==> config.mk <==
export PLATFORM = sky130hd
export DESIGN_NAME = adder_sum_splitter
export DESIGN_NICKNAME = d
export VERILOG_FILES = /design/src/rtl/adder_sum_splitter.sv
export SDC_FILE = /design/constraint.sdc
export NUM_CORES = 1
export LEC_CHECK = 0
export CELL_PAD_IN_SITES_DETAIL_PLACEMENT = 0
export CELL_PAD_IN_SITES_GLOBAL_PLACEMENT = 1
export CORE_MARGIN = 2
export CORE_UTILIZATION = 39
export DETAILED_ROUTE_END_ITERATION = 10
export PLACE_DENSITY_LB_ADDON = 0.12
export SLEW_MARGIN = 0
export SYNTH_ARGS = -nofsm -noshare
export SYNTH_HDL_FRONTEND = slang
export SYNTH_SLANG_ARGS = --single-unit
==> constraint.sdc <==
create_clock -name clk -period 2.7 [get_ports clk]
set_input_delay 0.405 -clock clk [delete_from_list [all_inputs] [get_ports clk]]
set_output_delay 0.405 -clock clk [all_outputs]
set_load 0.03 [all_outputs]
==> src/rtl/adder_sum_splitter.sv <==
// Digit-serial subtractor: diff = minuend - subtrahend, CHUNK bits/cycle, ADDER_SUM_SPLITTER_SATURATE_EN clamps diff.
// Latency: out_valid rises NCHUNK edges after accept; one op per NCHUNK+2 cycles minimum.
// Backpressure: result held in DONE until out_ready; in_ready only in IDLE.
module adder_sum_splitter #(
    parameter int WIDTH = 74,
    parameter int CHUNK = 16
) (
    input  logic             clk,
    input  logic             reset,
    input  logic             in_valid,
    output logic             in_ready,
    input  logic [WIDTH:0]   minuend,
    input  logic [WIDTH-1:0] subtrahend,
    output logic             out_valid,
    input  logic             out_ready,
    output logic [WIDTH-1:0] diff,
    output logic             underflow,
    output logic             overflow
);

    localparam int NCHUNK = (WIDTH + CHUNK) / CHUNK;
    localparam int EXT    = NCHUNK * CHUNK;
    localparam int IDXW   = (NCHUNK > 1) ? $clog2(NCHUNK) : 1;
    localparam logic [IDXW-1:0] LAST_IDX = IDXW'(NCHUNK - 1);

    typedef enum logic [1:0] {IDLE, RUN, DONE} state_t;

    state_t           state_q, state_d;
    logic [EXT-1:0]   m_q, m_d, s_q, s_d, r_q, r_d;
    logic [IDXW-1:0]  idx_q, idx_d;
    logic             borrow_q, borrow_d;
    logic             out_valid_q, out_valid_d;
    logic [WIDTH-1:0] diff_q, diff_d;
    logic             underflow_q, underflow_d;
    logic             overflow_q, overflow_d;

    logic [CHUNK:0]       step;
    logic [EXT+CHUNK-1:0] r_cat;
    logic [EXT-1:0]       r_shift;
    logic                 fin_uf, fin_ov;

    always_comb begin
        // Operands shift right so the active chunk is always the low CHUNK bits.
        step    = {1'b0, m_q[CHUNK-1:0]} - {1'b0, s_q[CHUNK-1:0]} - {{CHUNK{1'b0}}, borrow_q};
        r_cat   = {step[CHUNK-1:0], r_q};
        r_shift = r_cat[EXT+CHUNK-1:CHUNK];
        fin_uf  = step[CHUNK];
        fin_ov  = !fin_uf && r_shift[WIDTH];

        state_d     = state_q;
        m_d         = m_q;
        s_d         = s_q;
        r_d         = r_q;
        idx_d       = idx_q;
        borrow_d    = borrow_q;
        out_valid_d = out_valid_q;
        diff_d      = diff_q;
        underflow_d = underflow_q;
        overflow_d  = overflow_q;

        case (state_q)
            IDLE: begin
                if (in_valid) begin
                    m_d      = EXT'(minuend);
                    s_d      = EXT'(subtrahend);
                    borrow_d = 1'b0;
                    idx_d    = '0;
                    state_d  = RUN;
                end
            end
            RUN: begin
                m_d      = m_q >> CHUNK;
                s_d      = s_q >> CHUNK;
                r_d      = r_shift;
                borrow_d = step[CHUNK];
                idx_d    = idx_q + 1'b1;
                if (idx_q == LAST_IDX) begin
                    state_d     = DONE;
                    idx_d       = '0;
                    out_valid_d = 1'b1;
                    underflow_d = fin_uf;
                    overflow_d  = fin_ov;
`ifdef ADDER_SUM_SPLITTER_SATURATE_EN
                    if (fin_uf)
                        diff_d = '0;
                    else if (fin_ov)
                        diff_d = '1;
                    else
                        diff_d = r_shift[WIDTH-1:0];
`else
                    diff_d = r_shift[WIDTH-1:0];
`endif
                end
            end
            DONE: begin
                if (out_ready) begin
                    out_valid_d = 1'b0;
                    state_d     = IDLE;
                end
            end
            default: state_d = IDLE;
        endcase
    end

    always_ff @(posedge clk) begin
        if (reset) begin
            state_q     <= IDLE;
            m_q         <= '0;
            s_q         <= '0;
            r_q         <= '0;
            idx_q       <= '0;
            borrow_q    <= 1'b0;
            out_valid_q <= 1'b0;
            diff_q      <= '0;
            underflow_q <= 1'b0;
            overflow_q  <= 1'b0;
        end else begin
            state_q     <= state_d;
            m_q         <= m_d;
            s_q         <= s_d;
            r_q         <= r_d;
            idx_q       <= idx_d;
            borrow_q    <= borrow_d;
            out_valid_q <= out_valid_d;
            diff_q      <= diff_d;
            underflow_q <= underflow_d;
            overflow_q  <= overflow_d;
        end
    end

    assign in_ready  = (state_q == IDLE) && !reset;
    assign out_valid = out_valid_q;
    assign diff      = diff_q;
    assign underflow = underflow_q;
    assign overflow  = overflow_q;

endmodule

==> results.ini <==
[sta]
finalMaxSlewViolations = 0
setup-violations-final = 0
rsz0062_at_grt = no
maxSlewHeadroom_pct = 47.0
fin_crit_ns = 2.54
fin_crit_sh_pct = 94.2
fin_tns_setup_ns = 0
final-hold-violation-count = 0
clock.fmax_mhz = 393
tightest_slew_ns = 0.794
fin_skew_ns = 0.0190

[worst_hold_path]
min_path_type = primary input to register

[yosys]
syn_avg_cell_area_um2 = 8.36
synthArstFlopShare_pct = 0
netlist_area_um2 = 13000
syn-num-nets = 1748
yosysSeqAreaShare_pct = 45.4
synth_cell_types = 53
yosys_most_used_dff = dfxtp_1
synth_edf_count = 0
synth_warnings = 0
synth_seq_cells = 296
synth_cells = 1561

[drt]
routed_wl_um = 37100
drt_pass1_iterations = 4
vias = 11200
via_per_inst = 5.13
drt_iter0_drc = 799
wire_per_inst_um = 17.0
ant_nets = 0
drc = 0

[critical_path]
worstPathRequired_ns = 3.15
crit_family = adder cells
path_common_cell = fa_1
slowest_delay_ns = 0.45
critPathSlowestCell = fa_1
critPathKind = register to register
startpoint_type = register
arrival_ns = 2.99
path_buf_inv = 1
end_kind = register
path_cells = inv_1 -> fa_1 -> fa_1 -> nor3b_2 -> o21a_4 -> a21oi_2 -> o211a_1 -> or3_1 -> nand3_1
crit_path_max_fanout = 4

[placement]
dp_hpwl_um = 25000
portBuffers = 230
gp_congestion = 0.808
dpl-instance-area_um2 = 15600

[clock_tree]
clkLatencyLatePin_ns = 0.51
clk_pin_slew_ns = 0.06
cts_sinks = 296
clock-root-buffer = clkbuf_16
cts.repair.resized = 0
h-tree-depth = 2
cts_tree = yes
clk_path_buf_depth = 3
ctsHoldBuffers = 0
postCtsSetupBuffers = 0
cts_buffers = 35

[floorplan]
core_area_um2 = 32700
io_pins = 231
dieWidth_um = 187
start_util_pct = 39.9
die_h_um = 187
die_area_um2 = 34900
rows = 66

[power_and_ir_drop]
intPower_uw = 8260
power_switching_uw = 3110
peakVddDrop_mv = 0.360
power_frac_seq_pct = 42.5
p_comb_share_pct = 18.2
p_total_uw = 11400
p_leak_uw = 0.00627
power_frac_clock_pct = 39.3
cellPowerDensity_nw_per_um2 = 681
swShare_pct = 27.4

[global_route]
grt_antenna_before_repair = 7
grt_pass1_wl_um = 58300
grt_pass1_vias = 10600
grt_start_max_net_pins = 136
grt_use_total_pct = 20.5
grt_overflow = 0

[status]
status = complete, no violations

[flow_run]
max-cap-violations = 0

[final_layout]
layout.nets = 1897
drive_gt1_share_pct = 12.4
utilization_pct = 51.1
syn_to_final_growth_pct = 28.1
final_cell_area_um2 = 16700
n_fill_cell = 3254

-- power groups by stage --
stage                     sequential (uW)  clock, uW  combinational [uW]
after floorplan                      4850          0                1490
after global placement               4920          0                2060
after detailed placement             4930          0                2080
after CTS                            4840       4600                2090
after global routing                 4870       4780                2300
final                                4840       4470                2070
-- final timing paths --
path | startpoint | endpoint | slack (ns) | cells past startpoint
max | s_q[0] | r_q[78] | 0.16 | 9
min | reset | diff[41] | 0.17 | 2
max reg2reg | s_q[0] | r_q[78] | 0.16 | 9
min reg2reg | diff[0] | diff[0] | 0.45 | 2
-- sequential cells by signal (all words and copies together) (netlist names) --
register	count
diff	74
underflow	1
borrow_q	1
m_q	75
out_valid	1
state_q	2
r_q	64
overflow	1
idx_q	3
s_q	74
-- placed cells by master (no fill, tap or decap), drive strengths merged, types with 34 or more instances in the layout --
cell type      netlist  final
nand2              262    262
dfxtp              296    296
a21oi              257    257
clkbuf             109     50
a22oi               34     34
clkdlybuf4s50        0    228
inv                 50     53
nor2               162    162
nor2b              119    119
o221a              117    117
-- synth_stat cells (2+ instances only) --
library cell | n | area share [%]
buf_2 | 21 | 0.81
nand2_1 | 262 | 7.5
buf_1 | 8 | 0.23
nor2_1 | 161 | 4.6
a31oi_1 | 3 | 0.14
o21a_1 | 2 | 0.12
a21o_1 | 10 | 0.58
and3_1 | 3 | 0.14
or3_1 | 4 | 0.19
inv_1 | 49 | 1.4
a22oi_1 | 33 | 1.9
o221a_2 | 117 | 10
nand2b_1 | 4 | 0.19
xnor2_1 | 7 | 0.47
nand3_1 | 8 | 0.31
o21ai_0 | 8 | 0.31
dfxtp_1 | 296 | 45
xor2_1 | 2 | 0.13
nor3_1 | 4 | 0.15
nand4_1 | 2 | 0.096
nor2b_1 | 119 | 5.7
a211oi_1 | 7 | 0.40
o211ai_2 | 2 | 0.19
nand3b_1 | 4 | 0.23
nor3b_2 | 2 | 0.19
a21oi_1 | 256 | 9.8
fa_1 | 2 | 0.31
clkbuf_1 | 109 | 3.1
ha_1 | 32 | 3.1
-- area by class of cell --
type	instances	area, um^2	share of cell area, %
multi-input combinational	1077	6420	38.4
sequential	296	5930	35.5
timing repair buffer	250	2530	15.1
clock buffer	50	982	5.88
tap	442	553	3.31
inverter	50	190	1.14
clock inverter	12	98.8	0.591
antenna	4	10.0	0.0599
-- stage by stage --
stage / instances / worst slack, ns / hold slack (ns)
after floorplan: 1561 / 0.342 / 0.432
after global placement: 2115 / 0.249 / 0.443
after detailed placement: 2115 / 0.204 / 0.445
after CTS: 2177 / 0.163 / 0.157
after global routing: 2177 / 0.0155 / 0.182
final: 2181 / 0.158 / 0.172
-- routing by layer --
layer	track usage, %	up-vias	share of wire, %
met5	0	-	0.081
met1	26.1	5199	44
met3	5.10	40	6.1
li1	-	5690	-
met4	4.67	4	1.6
met2	34.9	253	48
-- cell families (layout without fill, tap and decap cells) --
| family | count (synthesis) | count (layout) | synth area share [%] |
|---|---|---|---|
| adder cells (fa/ha/maj) | 34 | 34 | 3.38 |
| AO/OA/AOI/OAI | 454 | 454 | 25.1 |
| buffers and inverters | 188 | 362 | 5.61 |
| XOR/XNOR | 10 | 10 | 0.729 |
| AND/OR/NAND/NOR | 579 | 579 | 19.8 |
| flip-flops | 296 | 296 | 45.4 |
| other | 0 | 4 | 0 |
Note: power is estimated with default switching activity, not from simulation.
